**src/rtl/axi_lite_master_if.sv**
```systemverilog
// Bundles the user command/response handshake and the AXI-Lite master bus of
// axi_lite_master; the master modport is the block side, slave the far side.
interface axi_lite_master_if #(
  parameter int unsigned DATA_WIDTH = 32,
  parameter int unsigned ADDR_WIDTH = 32
);
  logic                      cmd_valid;
  logic                      cmd_ready;
  logic                      cmd_write;
  logic [ADDR_WIDTH-1:0]     cmd_addr;
  logic [DATA_WIDTH-1:0]     cmd_wdata;
  logic [DATA_WIDTH/8-1:0]   cmd_wstrb;

  logic                      rsp_valid;
  logic                      rsp_ready;
  logic                      rsp_write;
  logic [DATA_WIDTH-1:0]     rsp_rdata;
  logic [1:0]                rsp_resp;

  logic [ADDR_WIDTH-1:0]     AWADDR;
  logic                      AWVALID;
  logic                      AWREADY;
  logic [DATA_WIDTH-1:0]     WDATA;
  logic [DATA_WIDTH/8-1:0]   WSTRB;
  logic                      WVALID;
  logic                      WREADY;
  logic [1:0]                BRESP;
  logic                      BVALID;
  logic                      BREADY;
  logic [ADDR_WIDTH-1:0]     ARADDR;
  logic                      ARVALID;
  logic                      ARREADY;
  logic [DATA_WIDTH-1:0]     RDATA;
  logic [1:0]                RRESP;
  logic                      RVALID;
  logic                      RREADY;

  modport master (
    input  cmd_valid, cmd_write, cmd_addr, cmd_wdata, cmd_wstrb,
    output cmd_ready,
    output rsp_valid, rsp_write, rsp_rdata, rsp_resp,
    input  rsp_ready,
    output AWADDR, AWVALID,
    input  AWREADY,
    output WDATA, WSTRB, WVALID,
    input  WREADY,
    input  BRESP, BVALID,
    output BREADY,
    output ARADDR, ARVALID,
    input  ARREADY,
    input  RDATA, RRESP, RVALID,
    output RREADY
  );

  modport slave (
    output cmd_valid, cmd_write, cmd_addr, cmd_wdata, cmd_wstrb,
    input  cmd_ready,
    input  rsp_valid, rsp_write, rsp_rdata, rsp_resp,
    output rsp_ready,
    input  AWADDR, AWVALID,
    output AWREADY,
    input  WDATA, WSTRB, WVALID,
    output WREADY,
    output BRESP, BVALID,
    input  BREADY,
    input  ARADDR, ARVALID,
    output ARREADY,
    output RDATA, RRESP, RVALID,
    input  RREADY
  );
endinterface

```
**src/rtl/axi_lite_master.sv**
```systemverilog
// AXI-Lite master: issues one user command at a time as an AXI-Lite read or
// write and presents the captured response on the rsp_* handshake.
module axi_lite_master #(
  parameter int unsigned DATA_WIDTH = 32,
  parameter int unsigned ADDR_WIDTH = 32
) (
  input logic               clk,
  input logic               rst,
  axi_lite_master_if.master bus
);
  localparam int unsigned STRB_WIDTH = DATA_WIDTH / 8;

  typedef enum logic [2:0] {
    IDLE,
    WR_REQ,
    WR_RESP,
    RD_REQ,
    RD_DATA,
    RSP
  } state_e;

  state_e                  state_q, state_d;
  logic [ADDR_WIDTH-1:0]   awaddr_q, awaddr_d;
  logic [ADDR_WIDTH-1:0]   araddr_q, araddr_d;
  logic [DATA_WIDTH-1:0]   wdata_q, wdata_d;
  logic [STRB_WIDTH-1:0]   wstrb_q, wstrb_d;
  logic                    awvalid_q, awvalid_d;
  logic                    wvalid_q, wvalid_d;
  logic                    arvalid_q, arvalid_d;
  logic [DATA_WIDTH-1:0]   rdata_q, rdata_d;
  logic [1:0]              resp_q, resp_d;
  logic                    rsp_write_q, rsp_write_d;

  always_ff @(posedge clk or posedge rst) begin
    if (rst) begin
      state_q     <= IDLE;
      awaddr_q    <= '0;
      araddr_q    <= '0;
      wdata_q     <= '0;
      wstrb_q     <= '0;
      awvalid_q   <= 1'b0;
      wvalid_q    <= 1'b0;
      arvalid_q   <= 1'b0;
      rdata_q     <= '0;
      resp_q      <= '0;
      rsp_write_q <= 1'b0;
    end else begin
      state_q     <= state_d;
      awaddr_q    <= awaddr_d;
      araddr_q    <= araddr_d;
      wdata_q     <= wdata_d;
      wstrb_q     <= wstrb_d;
      awvalid_q   <= awvalid_d;
      wvalid_q    <= wvalid_d;
      arvalid_q   <= arvalid_d;
      rdata_q     <= rdata_d;
      resp_q      <= resp_d;
      rsp_write_q <= rsp_write_d;
    end
  end

  always_comb begin
    state_d     = state_q;
    awaddr_d    = awaddr_q;
    araddr_d    = araddr_q;
    wdata_d     = wdata_q;
    wstrb_d     = wstrb_q;
    awvalid_d   = awvalid_q;
    wvalid_d    = wvalid_q;
    arvalid_d   = arvalid_q;
    rdata_d     = rdata_q;
    resp_d      = resp_q;
    rsp_write_d = rsp_write_q;

    unique case (state_q)
      IDLE: begin
        if (bus.cmd_valid) begin
          if (bus.cmd_write) begin
            awaddr_d  = bus.cmd_addr;
            wdata_d   = bus.cmd_wdata;
            wstrb_d   = bus.cmd_wstrb;
            awvalid_d = 1'b1;
            wvalid_d  = 1'b1;
            state_d   = WR_REQ;
          end else begin
            araddr_d  = bus.cmd_addr;
            arvalid_d = 1'b1;
            state_d   = RD_REQ;
          end
        end
      end
      WR_REQ: begin
        // AW and W retire independently; leave once neither is still pending,
        // which also covers both handshakes landing on the same edge.
        if (awvalid_q && bus.AWREADY) awvalid_d = 1'b0;
        if (wvalid_q && bus.WREADY)   wvalid_d  = 1'b0;
        if (!awvalid_d && !wvalid_d)  state_d   = WR_RESP;
      end
      WR_RESP: begin
        if (bus.BVALID) begin
          resp_d      = bus.BRESP;
          rdata_d     = '0;
          rsp_write_d = 1'b1;
          state_d     = RSP;
        end
      end
      RD_REQ: begin
        if (bus.ARREADY) begin
          arvalid_d = 1'b0;
          state_d   = RD_DATA;
        end
      end
      RD_DATA: begin
        if (bus.RVALID) begin
          rdata_d     = bus.RDATA;
          resp_d      = bus.RRESP;
          rsp_write_d = 1'b0;
          state_d     = RSP;
        end
      end
      RSP: begin
        if (bus.rsp_ready) state_d = IDLE;
      end
      default: state_d = IDLE;
    endcase
  end

  assign bus.cmd_ready = (state_q == IDLE);
  assign bus.BREADY    = (state_q == WR_RESP);
  assign bus.RREADY    = (state_q == RD_DATA);
  assign bus.rsp_valid = (state_q == RSP);
  assign bus.rsp_write = rsp_write_q;
  assign bus.rsp_rdata = rdata_q;
  assign bus.rsp_resp  = resp_q;
  assign bus.AWADDR    = awaddr_q;
  assign bus.AWVALID   = awvalid_q;
  assign bus.WDATA     = wdata_q;
  assign bus.WSTRB     = wstrb_q;
  assign bus.WVALID    = wvalid_q;
  assign bus.ARADDR    = araddr_q;
  assign bus.ARVALID   = arvalid_q;
endmodule

```
**src/flat_wrapper.sv**
```systemverilog
// flat-port wrapper written by rule: the top's interface ports become plain ports
module axi_lite_master_flat 
#(
  parameter int unsigned DATA_WIDTH = 32,
  parameter int unsigned ADDR_WIDTH = 32
)
  (clk, rst, bus_cmd_valid, bus_cmd_write, bus_cmd_addr, bus_cmd_wdata, bus_cmd_wstrb, bus_cmd_ready, bus_rsp_valid, bus_rsp_write, bus_rsp_rdata, bus_rsp_resp, bus_rsp_ready, bus_AWADDR, bus_AWVALID, bus_AWREADY, bus_WDATA, bus_WSTRB, bus_WVALID, bus_WREADY, bus_BRESP, bus_BVALID, bus_BREADY, bus_ARADDR, bus_ARVALID, bus_ARREADY, bus_RDATA, bus_RRESP, bus_RVALID, bus_RREADY);
  axi_lite_master_if #(.DATA_WIDTH(DATA_WIDTH), .ADDR_WIDTH(ADDR_WIDTH)) bus_i ();
  input logic clk;
  input logic rst;
  input wire logic [$bits(bus_i.cmd_valid)-1:0] bus_cmd_valid;
  input wire logic [$bits(bus_i.cmd_write)-1:0] bus_cmd_write;
  input wire logic [$bits(bus_i.cmd_addr)-1:0] bus_cmd_addr;
  input wire logic [$bits(bus_i.cmd_wdata)-1:0] bus_cmd_wdata;
  input wire logic [$bits(bus_i.cmd_wstrb)-1:0] bus_cmd_wstrb;
  output wire logic [$bits(bus_i.cmd_ready)-1:0] bus_cmd_ready;
  output wire logic [$bits(bus_i.rsp_valid)-1:0] bus_rsp_valid;
  output wire logic [$bits(bus_i.rsp_write)-1:0] bus_rsp_write;
  output wire logic [$bits(bus_i.rsp_rdata)-1:0] bus_rsp_rdata;
  output wire logic [$bits(bus_i.rsp_resp)-1:0] bus_rsp_resp;
  input wire logic [$bits(bus_i.rsp_ready)-1:0] bus_rsp_ready;
  output wire logic [$bits(bus_i.AWADDR)-1:0] bus_AWADDR;
  output wire logic [$bits(bus_i.AWVALID)-1:0] bus_AWVALID;
  input wire logic [$bits(bus_i.AWREADY)-1:0] bus_AWREADY;
  output wire logic [$bits(bus_i.WDATA)-1:0] bus_WDATA;
  output wire logic [$bits(bus_i.WSTRB)-1:0] bus_WSTRB;
  output wire logic [$bits(bus_i.WVALID)-1:0] bus_WVALID;
  input wire logic [$bits(bus_i.WREADY)-1:0] bus_WREADY;
  input wire logic [$bits(bus_i.BRESP)-1:0] bus_BRESP;
  input wire logic [$bits(bus_i.BVALID)-1:0] bus_BVALID;
  output wire logic [$bits(bus_i.BREADY)-1:0] bus_BREADY;
  output wire logic [$bits(bus_i.ARADDR)-1:0] bus_ARADDR;
  output wire logic [$bits(bus_i.ARVALID)-1:0] bus_ARVALID;
  input wire logic [$bits(bus_i.ARREADY)-1:0] bus_ARREADY;
  input wire logic [$bits(bus_i.RDATA)-1:0] bus_RDATA;
  input wire logic [$bits(bus_i.RRESP)-1:0] bus_RRESP;
  input wire logic [$bits(bus_i.RVALID)-1:0] bus_RVALID;
  output wire logic [$bits(bus_i.RREADY)-1:0] bus_RREADY;
  assign bus_i.cmd_valid = bus_cmd_valid;
  assign bus_i.cmd_write = bus_cmd_write;
  assign bus_i.cmd_addr = bus_cmd_addr;
  assign bus_i.cmd_wdata = bus_cmd_wdata;
  assign bus_i.cmd_wstrb = bus_cmd_wstrb;
  assign bus_cmd_ready = bus_i.cmd_ready;
  assign bus_rsp_valid = bus_i.rsp_valid;
  assign bus_rsp_write = bus_i.rsp_write;
  assign bus_rsp_rdata = bus_i.rsp_rdata;
  assign bus_rsp_resp = bus_i.rsp_resp;
  assign bus_i.rsp_ready = bus_rsp_ready;
  assign bus_AWADDR = bus_i.AWADDR;
  assign bus_AWVALID = bus_i.AWVALID;
  assign bus_i.AWREADY = bus_AWREADY;
  assign bus_WDATA = bus_i.WDATA;
  assign bus_WSTRB = bus_i.WSTRB;
  assign bus_WVALID = bus_i.WVALID;
  assign bus_i.WREADY = bus_WREADY;
  assign bus_i.BRESP = bus_BRESP;
  assign bus_i.BVALID = bus_BVALID;
  assign bus_BREADY = bus_i.BREADY;
  assign bus_ARADDR = bus_i.ARADDR;
  assign bus_ARVALID = bus_i.ARVALID;
  assign bus_i.ARREADY = bus_ARREADY;
  assign bus_i.RDATA = bus_RDATA;
  assign bus_i.RRESP = bus_RRESP;
  assign bus_i.RVALID = bus_RVALID;
  assign bus_RREADY = bus_i.RREADY;
  axi_lite_master #(.DATA_WIDTH(DATA_WIDTH), .ADDR_WIDTH(ADDR_WIDTH)) u_core (.clk(clk), .rst(rst), .bus(bus_i));
endmodule
```
**config.mk**
```make
export PLATFORM = sky130hd
export DESIGN_NAME = axi_lite_master_flat
export DESIGN_NICKNAME = d
export VERILOG_FILES = /design/src/rtl/axi_lite_master_if.sv /design/src/rtl/axi_lite_master.sv /design/src/flat_wrapper.sv
export SDC_FILE = /design/constraint.sdc
export NUM_CORES = 1
export LEC_CHECK = 0
export CAP_MARGIN = 10
export CORE_MARGIN = 2
export CORE_UTILIZATION = 45
export DETAILED_ROUTE_END_ITERATION = 10
export PLACE_DENSITY = 0.85
export REMOVE_ABC_BUFFERS = 1
export SLEW_MARGIN = 20
export SYNTH_ARGS = -nofsm -noshare
export SYNTH_HDL_FRONTEND = slang
export SYNTH_SLANG_ARGS = --single-unit
```
**constraint.sdc**
```tcl
create_clock -name clk -period 14.2 [get_ports clk]
set_input_delay 4.26 -clock clk [delete_from_list [all_inputs] [get_ports clk]]
set_output_delay 4.26 -clock clk [all_outputs]
set_load 0.05 [all_outputs]
```
-- Yosys cells after proc, flatten, opt, wreduce, memory -nomap -nowiden
Cells that the tools add are included.
- register bits: 141
- input port bits: 114
- output and inout bits: 142
- logic and storage cells: 69
- equal/unequal tests: 13
- multiplexer cells: 29
- bitwise logic cells: 1
- reductions and logical operators: 15
- operators by type and width (cell ; number):
    32-bit two-way mux ; 2
    32-bit case mux with 2 select lines ; 1
    3-bit two-way mux ; 6
    3-bit case mux with 6 select lines ; 1
    2-bit inequality test (second input constant) ; 6
    3-bit AND reduction ; 4
    1-bit two-way mux ; 11
    1-bit case mux with 2 select lines ; 4
    3-bit by 2-bit equality test with 1-bit output (second input constant) ; 2
    3-bit equality test (second input constant) ; 2
    2-bit two-way mux ; 3
    6-bit AND reduction ; 1
    2-bit nonzero test ; 3
    2-bit by 1-bit inequality test with 1-bit output (second input constant) ; 2
    2-bit case mux with 2 select lines ; 1
    4-bit AND reduction ; 1
    3-bit by 1-bit equality test with 1-bit output (second input constant) ; 1
    1-bit logical AND ; 3
    3-bit zero test ; 1
    1-bit zero test ; 2
    1-bit NOT ; 1

-- Depth between registers and ports, before layout
Gate-level depths: netlist of the first run.
- depth in word-level cells: 7
- gate-level depth with buffers: 6
- mapped depth without buffers: 4

-- Worst setup path before layout of the first run
No wires, ideal clock.
- path kind: register to output
- from: register u_core.state_q[1]
- to: output port bus_cmd_ready
- data arrival time: 1422 ps
- data required time: 9940 ps
- setup slack: 8518 ps
- stages on the path, launching flop included: 3
- buffers on the path: 0
- cells stage by stage: dfrtp_1 > or2_2 > nor2_1
- word-level cells in the longest chain between the ends: 1
- RTL lines (what ; RTL line ; text):
    from (decl) ; axi_lite_master.sv:22 ; state_e state_q, state_d;
    from (signal assigned) ; axi_lite_master.sv:48 ; state_q <= state_d;
    3-bit zero test ; axi_lite_master.sv:128 ; assign bus.cmd_ready = (state_q == IDLE);
    to (decl) ; flat_wrapper.sv:16 ; output wire logic [$bits(bus_i.cmd_ready)-1:0] bus_cmd_ready;
Every way passes these cells.

-- Worst setup path in the final report of the first run
- from: register u_core.state_q[1]
- to: output port bus_RREADY
- word-level cells in the longest chain between the ends: 1
- RTL lines (what ; RTL line ; text):
    3-bit equality test ; axi_lite_master.sv:130 ; assign bus.RREADY = (state_q == RD_DATA);
    to (decl) ; flat_wrapper.sv:38 ; output wire logic [$bits(bus_i.RREADY)-1:0] bus_RREADY;
Every way passes these cells.

==> results of run 1 <==
cells by family after synthesis:
group | synth area share [%]
compound gates | 4.691
buf+inv | 2.716
flops | 63.30
mux | 22.11
simple gates | 7.183
per-stage QoR:
step                cell area, um2  hold WS [ps]
CTS                           8872         481.8
global route                  8900         499.3
global placement              8240         460.0
finish                        8900         474.9
detailed placement            8240         468.4
floorplan                     5430         685.4
critical path, stage by stage (launching register included):
cell and delay [ps]:
dfrtp_1 490, nand2b_1 250, nor2_2 110, buf_4 350, clkdlybuf4s50_1 880
area by class of cell:
type	count	area share, %
sequential	141	39.65
inverter	2	0.1406
timing repair buffer	259	29.24
clock inverter	14	2.165
multi-input combinational	239	21.51
clock buffer	18	4.935
tap	168	2.362
cell usage after synthesis, types with 2 or more instances:
library cell / n
a211oi_1: 3
a21oi_1: 5
and3b_1: 2
buf_2: 10
buf_6: 6
clkbuf_1: 5
dfrtp_1: 141
inv_1: 2
mux2_2: 80
mux2_4: 20
mux2i_1: 2
nand2_1: 66
nand2b_1: 4
nor2_1: 5
nor2b_1: 5
o21ai_0: 34
or2_2: 2
worst max path at each step:
stage | from | endpoint | slack, ps
final | u_core.state_q[1] | bus_RREADY | 7440
after global routing | u_core.state_q[1] | bus_RREADY | 7310
after CTS | u_core.state_q[1] | bus_RREADY | 7410
after detailed placement | bus_cmd_valid | u_core.bus.ARADDR[5] | 7630
after global placement | bus_cmd_valid | u_core.bus.ARADDR[21] | 7710
after floorplan | rst | u_core.bus.ARADDR[0] | 6160
routing by layer:
metal	vias to the layer above	part of all wire [%]	track usage [%]
met4	0	1.7	8.353
met2	177	51	39.57
li1	1898	-	-
met1	1990	38	26.15
met5	-	0	0
met3	24	9.2	9.331
sequential cells by signal, indices dropped and copies added, names as in the netlist:
register and count:
u_core.bus.AWADDR 32, u_core.bus.WDATA 32, u_core.bus.ARVALID 1, u_core.bus.WSTRB 4
u_core.state_q 3, u_core.bus.AWVALID 1, u_core.bus.rsp_resp 2, u_core.bus.ARADDR 32
u_core.bus.WVALID 1, u_core.bus.rsp_write 1, u_core.bus.rsp_rdata 32
==> results.md, run 1 <==
- Avg WL per Cell: approximately 18 um
- Cell count after synthesis: around 400
- Area share of the largest cell type after synthesis: 63.30%
- Outcome: finished clean
- Headroom to the max-slew limit: about a third
- Fmax: approximately 0.15 GHz
- Depth of the worst hold-timing path: 2
- Footprint of the multi-input gates: 0.001914 mm2
- CP Max Fanout: 36
- Final hold viol count: 0
- CTS hold repair buffers: 0
- Worst Hold Path EP: u_core.bus.rsp_rdata[15]
- CTS Buf Count: 17
- Rows: 40
- Syn-to-layout area delta: 59.66%
- Core area: ~0.012 mm2
- Fin crit share: between 40% and 50%
- Initial Utilization: a little under half
- Pre-CTS setup slack: between 7000 and 8000 ps
- Hold Path Class: flip-flop to flip-flop
- Synth async-reset ratio: between 90% and 100%
- Share of layout cells above drive strength 1: 21.40%
- Yosys warns: 0
- Congestion Overflow GR: 0
- Clk sinks: 141
- Setup TNS: 0 ps
- CTS Buffer Depth: 2
- IO buf count: 255
- Sequential Area: approximately 0.0035 mm2
- Worst Tran Pin Value: about 1000 ps
- Period minus WS final: 6756 ps
- Layout Nets: roughly 770
- Arrival time at the worst endpoint: 2500 ps
- Max Cap Viol: 0
- Vias in the first global route: approximately 4200
- Gr usage total: about 23%
- Top_reg_cell synth: dfrtp_1
- Fin Clk Skew: between 3 and 4 ps
- Endpoint type of the worst setup path: primary output
- Die area: ~0.013 mm2
- Final WL: approximately 15 mm
- H-tree depth: 4
- Vias: a little over 4000
- DRT iter0 DRCs: 200
- Post-CTS Resized: 0
- Setup violators final: 0
- Hold wc startpoint: u_core.bus.rsp_rdata[15]
- Critical Path RT: a little under 10000 ps
- # diodes: 0
- Synth area leader: dfrtp_1
- Die width: between 100 and 150 um
- Kind of start point of the critical path: flip-flop
- CTS tree: built
- Fillers: about 770
- Count of flip-flops with a built-in enable after synthesis: 0
- R2R setup slack: 11700 ps
- Die H: around 120 um
- Commonest cells after routing, fill and taps aside: clkdlybuf4s50_1 (255), dfrtp_1 (141), mux2_2 (80)
- Seq/Total Area, Yosys: a little over three fifths
- FF-to-FF Start: u_core.state_q[0]
- Yosys cell types: 29
- Skew-Pair Late Insertion Delay: 410 ps
- Setup Buffers After CTS: 0
- DRC viols: 0
- Core Util, Final: around three quarters
- Clock root cell: clkbuf_16
- R2R depth: 3
- Antenna violations before repair: 0
- Final ANT Viol Nets: 0
- Commonest non-fill, non-tap cell in the layout: clkdlybuf4s50_1
- Main area contributors after synthesis: dfrtp_1 (63%), mux2_2 (16%), mux2_4 (5.4%), nand2_1 (4.4%), o21ai_0 (3.1%)
- Flops & latches, synth: 141
- Slew Viols, Final: 0
- Syn avg cell area: roughly 14 um2
- Layout Cells excl Fill: 841
- Synthesized area: approximately 0.0056 mm2
- Pre-antenna DRT Iters: 4
- Vias per cell: 4.862
- Post-detail-place hpwl: slightly above 10 mm
- Final worst slack: approximately 7400 ps
- Worst-path clk slew: roughly 60 ps
- Io pins: around 260
- Setup CP Type: flip-flop to primary output
- Global-route wire length before repair: about 23 mm
- Inst Count DP: between 800 and 900
- GPL Wtd Cong: approximately 0.79
- RSZ-0062 raised after global routing: no
- Pin count of the biggest net entering global routing: 80
- Crit Reg-Reg Endpoint: u_core.bus.ARADDR[17]
Power of run 1 is not shown: default switching activity piles up to over one toggle a cycle in this logic, so the estimate is an artifact.
==> run 2: changes to the inputs <==
--- a/config.mk
+++ b/config.mk
@@ -7,9 +7,9 @@
 export LEC_CHECK = 0
 export CAP_MARGIN = 10
 export CORE_MARGIN = 2
-export CORE_UTILIZATION = 45
+export CORE_UTILIZATION = 41
 export DETAILED_ROUTE_END_ITERATION = 10
-export PLACE_DENSITY = 0.85
+export PLACE_DENSITY = 0.79
 export REMOVE_ABC_BUFFERS = 1
 export SLEW_MARGIN = 20
 export SYNTH_ARGS = -nofsm -noshare
==> constraint.sdc (replaced) <==
create_clock -name clk -period 6.5 [get_ports clk]
set_input_delay 1.95 -clock clk [delete_from_list [all_inputs] [get_ports clk]]
set_output_delay 1.95 -clock clk [all_outputs]
set_load 0.05 [all_outputs]
==> run 2 against run 1 <==
  * Final cell count is 0.71% higher
  * First-iteration DRC count is 28% lower
  * Final area down 0.21%
  * Clock-buffer cell count increased by 2
==> results.md, run 2 (synthesis results as in run 1) <==
- Outcome: finished clean
- Post-DP Area: 0.008250 mm2 (+0.12%)
- Post-detail-place hpwl: 9.974 mm (-3.2%)
- Slowest-stage cell, CP: clkdlybuf4s50_1
- Final instance area: 0.008881 mm2 (-0.21%)
- Fillers: 970 (+26%)
- Endpoint type of the worst setup path: primary output
- Number of buffers and inverters on the critical path: 2 (unchanged)
- Arrival time at the worst endpoint: 2500 ps (about the same)
- Core area: 0.01324 mm2 (+9.8%)
- Pre-CTS setup slack: 2240 ps (-5392 ps)
- Setup CP Type: flip-flop to primary output
- Fmax: approximately 0.22 GHz
- Depth of the worst hold-timing path: 2 (unchanged)
- Period minus WS final: between 4000 and 5000 ps
- Pre-antenna DRT Iters: 4 (unchanged)
- Antenna violations before repair: 0 (unchanged)
- Worst Tran Pin Value: 1038 ps (+11.22 ps)
- Global-route wire length before repair: 22.69 mm (-1.5%)
- Final ANT Viol Nets: 0 (unchanged)
- IO buf count: 255 (unchanged)
- Setup violators final: 0 (unchanged)
- Io pins: 256 (unchanged)
- # diodes: 0 (unchanged)
- Clock root cell: clkbuf_16
- Commonest cells after routing, fill and taps aside: clkdlybuf4s50_1 (255), dfrtp_1 (141), mux2_2 (80)
- Clk sinks: 141 (unchanged)
- CTS hold repair buffers: 0 (unchanged)
- Kind of start point of the critical path: flip-flop
- RSZ-0062 raised after global routing: no
- Initial Utilization: 42.09% (-4.1 points)
- H-tree depth: 4 (unchanged)
- CTS tree: built
- Setup TNS: 0 ps (unchanged)
- Avg WL per Cell: 16.67 um (-5.4%)
- CP Max Fanout: 36 (unchanged)
- Vias in the first global route: 4378 (+3.9%)
- DRC viols: 0 (unchanged)
- R2R depth: 3 (unchanged)
- Gr usage total: 20.16% (-2.9 points)
- CP cell instances: nand2b_1 > nor2_2 > buf_4 > clkdlybuf4s50_1
- Layout Nets: 773 (-0.13%)
- Fin crit share: around two thirds
- Congestion Overflow GR: 0 (unchanged)
- Worst-path clk slew: 60 ps (about the same)
- GPL Wtd Cong: 0.8062 (+2.2%)
- Die H: 120.6 um (+4.6%)
- Post-CTS Resized: 0 (unchanged)
- WHS: 476.5 ps (+1.564 ps)
- Rows: 42 (+5.0%)
- Headroom to the max-slew limit: 30.78% (-0.75 points)
- Final hold viol count: 0 (unchanged)
- Vias per cell: 4.800 (-1.3%)
- DRT iter0 DRCs: 144 (-28%)
- Critical Path RT: 4550 ps (-5390 ps)
- Commonest non-fill, non-tap cell in the layout: clkdlybuf4s50_1
- Final worst slack: 2048 ps (-5395 ps)
- Final WL: 14.12 mm (-4.8%)
- Syn-to-layout area delta: 59.33%
- Vias: 4066 (-0.56%)
- Die area: 0.01454 mm2 (+9.4%)
- Slew Viols, Final: 0 (unchanged)
- Crit path largest cell delay: 880 ps (about the same)
- Pin count of the biggest net entering global routing: 104 (+30%)
- Worst path depth: 4 (unchanged)
- Setup Buffers After CTS: 0 (unchanged)
- Max Cap Viol: 0 (unchanged)
- Share of layout cells above drive strength 1: 21.16% (-0.23 points)
- Skew-Pair Late Insertion Delay: 410 ps (about the same)
- Fin Clk Skew: 6.024 ps (+2.977 ps)
- Die width: 120.6 um (+4.6%)
- Delay-heaviest family, CP: buffers and inverters
- CTS Buffer Depth: 2 (unchanged)
- CTS Buf Count: 17 (unchanged)
- Hold Path Class: flip-flop to flip-flop
run 2: final cells by class:
| type | count | area [um2] | share of cell area [%] |
|---|---|---|---|
| clock buffers | 20 | 466.7 | 5.255 |
| well taps | 176 | 220.2 | 2.480 |
| flip-flops and latches | 141 | 3528 | 39.73 |
| clock inverters | 11 | 163.9 | 1.846 |
| multi-input cells | 239 | 1914 | 21.56 |
| inverters | 2 | 12.51 | 0.1409 |
| repair buffers | 258 | 2575 | 28.99 |
run 2: layer usage:
layer  vias to the layer above  track usage [%]  routed length [um]
met5                         -                0                   0
met4                         0            7.849                 348
met3                        25            7.689                1181
met2                       175            34.07                7073
met1                      1964            23.08                5514
li1                       1902                -                   -
run 2: stage by stage:
step | util (%) | instances
floorplan | - | 382
global placement | 62.30 | 816
detailed placement | 62.30 | 816
CTS | 67.06 | 847
global route | 67.06 | 847
finish | 67.06 | 847
run 2: worst paths after layout:
kind | from | endpoint | slack, ps
max in group asynchronous | rst | u_core.bus.AWADDR[17] | 3300
hold / removal | u_core.bus.rsp_rdata[1] | u_core.bus.rsp_rdata[1] | 480
min in group asynchronous | rst | u_core.bus.rsp_rdata[4] | 2110
setup reg to reg | u_core.state_q[0] | u_core.bus.ARADDR[21] | 4050
hold reg to reg | u_core.bus.rsp_rdata[1] | u_core.bus.rsp_rdata[1] | 480
setup / recovery | u_core.state_q[1] | bus_RREADY | 2050
run 2: tightest hold or removal path, stage by stage (launching register included):
cell and delay [ps]:
dfrtp_1 340, nand2_1 50, o21ai_0 60
Power of run 2 is left out for the same reason.
==> RTL edit (flow settings as in run 2) <==
The 6 states of `state_e` get a one-hot encoding in 6 bits.
--- a/src/rtl/axi_lite_master.sv
+++ b/src/rtl/axi_lite_master.sv
@@ -10,13 +10,13 @@
 );
   localparam int unsigned STRB_WIDTH = DATA_WIDTH / 8;
 
-  typedef enum logic [2:0] {
-    IDLE,
-    WR_REQ,
-    WR_RESP,
-    RD_REQ,
-    RD_DATA,
-    RSP
+  typedef enum logic [5:0] {
+    IDLE    = 6'b000001,
+    WR_REQ  = 6'b000010,
+    WR_RESP = 6'b000100,
+    RD_REQ  = 6'b001000,
+    RD_DATA = 6'b010000,
+    RSP     = 6'b100000
   } state_e;
 
   state_e                  state_q, state_d;
Check against the original RTL: no difference found for any inputs over 4 cycles, from zero or initial values and one cycle with rst high; so few cycles prove little.
==> RTL edit against run 2 <==
Clock skew decreased by 0.74 ps. Area after synthesis increased by 2.8%. First-iteration DRC count is 49% higher. Critical endpoint is now bus_cmd_ready. Setup slack got worse by 270 ps. Design area grew 1.4%. Count of clock-buffer cells in the layout up 1. Wire length increased by 7.2%. Sequential cell count increased by 3.
==> RTL edit: results (changes against run 2) <==
[outcome]
status = complete, no violations  ; unchanged

[placed_design]
dpl.hpwl_um = 10700  ; was 9970 µm
dp_cells = 766  ; was 816
routabilityCongestion = 0.821  ; was 0.806
portBuffers = 255  ; unchanged

[synth]
synth-xor-area-share_pct = 0  ; unchanged
synthTopCellsByArea = dfrtp_1 (62%), mux2_4 (18%), mux2_2 (6.3%), a22o_1 (4.9%), buf_6 (2.0%)  ; was dfrtp_1 (63%), mux2_2 (16%), mux2_4 (5.4%), nand2_1 (4.4%), o21ai_0 (3.1%)
synth_ff_type = dfrtp_1  ; unchanged
syn_inst = 346  ; was 404
ys_warn_count = 0  ; unchanged
ys_types = 30  ; was 29
synth_mux_area_share_pct = 24.6  ; was 22.1%
synth-compound-area-share_pct = 6.53  ; was 4.69%
synth_top_cells_by_count = dfrtp_1 (143), mux2_4 (68), a22o_1 (32), mux2_2 (32), buf_6 (10)  ; was dfrtp_1 (141), mux2_2 (80), nand2_1 (66)
ys_seq_area_share_pct = 62.9  ; was 63.3%

[drt]
first_iter_violations = 214  ; was 144
viasPerCell = 4.98  ; was 4.80
wl_um = 15100  ; was 14100 µm
first_pass_iters = 4  ; unchanged

[final_layout]
final_cells = 798  ; was 847
layout-drive-gt1-share_pct = 22.7  ; was 21.2%
fillCellCount = 999  ; was 970
diodes = 0  ; unchanged
layout.nets = 719  ; was 773

[power]
irDropWorstVdd_uv = 355

[critical_path]
worstPathMaxFanout = 6  ; was 36
arrival_ps = 2770  ; was 2500 ps
critPathTopFamily = simple AND/OR/NAND/NOR gates  ; was buffers and inverters
cpPeakStageDelay_ps = 820  ; was 880 ps

[clocking]
clk_pin_slew_worst_paths_ps = 60  ; about the same

[grt]
grt_pass1_wl_um = 23400  ; was 22700 µm
grt_usage_pct = 20.6  ; was 20.2%
grt_pass1_vias = 4342  ; was 4378
grt_max_degree = 113  ; was 104

[sta]
skew_ps = 5.28  ; was 6.02 ps
relSlewSlack_pct = 39.7  ; was 30.8%

[RTL edit: power breakdown]
part           internal [W]  total (W)  switching [W]  leakage, nW
sequential          0.00128    0.00151       0.000225         1.78
combinational       0.00118    0.00299        0.00181         2.05
clock              0.000640    0.00100       0.000363        0.291
total               0.00310    0.00550        0.00240         4.11
[RTL edit: logic make-up after synthesis]
| logic type | after synthesis |
|---|---|
| flops | 144 |
| mux | 103 |
| compound gates | 48 |
| buf+inv | 26 |
| simple gates | 25 |
[RTL edit: layout make-up]
class	instances	area, µm²	share of cell area (%)
clock inverter	11	164	1.82
timing repair buffer	258	2570	28.6
tap	180	225	2.50
sequential	144	3600	40.0
inverter	8	38.8	0.431
multi-input combinational	176	1960	21.7
clock buffer	21	440	4.89
[RTL edit: metal layers]
layer	up-vias	share of wire [%]	track usage, %
li1	1781	-	-
met1	2019	38	23.6
met2	141	53	36.1
met3	33	6.0	5.34
met4	0	2.7	9.20
met5	-	0	0
[RTL edit: metrics by stage]
| stage | total power (W) | hold WS, ps | instance area, µm² | setup slack [ps] | util [%] |
|---|---|---|---|---|---|
| 3_3_place_gp | 0.00446 | 467 | 8400 | 2270 | 61.0 |
| 4_1_cts | 0.00554 | 486 | 9000 | 1770 | 65.4 |
| 5_1_grt | 0.00573 | 509 | 9010 | 1710 | 65.4 |
| 3_5_place_dp | 0.00451 | 473 | 8400 | 2190 | 61.0 |
| 6_report | 0.00550 | 485 | 9010 | 1780 | 65.4 |
| 2_1_floorplan | 0.00350 | 543 | 5590 | 685 | - |
[RTL edit: final timing paths]
check                      depth (start not counted)              startpoint  slack [ps]                endpoint
max                                                4       u_core.state_q[5]        1780           bus_cmd_ready
min                                                2  u_core.bus.rsp_resp[1]         480  u_core.bus.rsp_resp[1]
max reg2reg                                        6       u_core.state_q[5]        3220    u_core.bus.AWADDR[2]
min reg2reg                                        2  u_core.bus.rsp_resp[1]         480  u_core.bus.rsp_resp[1]
max in group asynchronous                          3                     rst        3430       u_core.state_q[0]
min in group asynchronous                          2                     rst        2090    u_core.bus.WDATA[13]
[RTL edit: worst min-delay path: stages (launching register included)]
cell,delay (ps)
dfrtp_1,340
nand2_1,50
o21ai_0,60
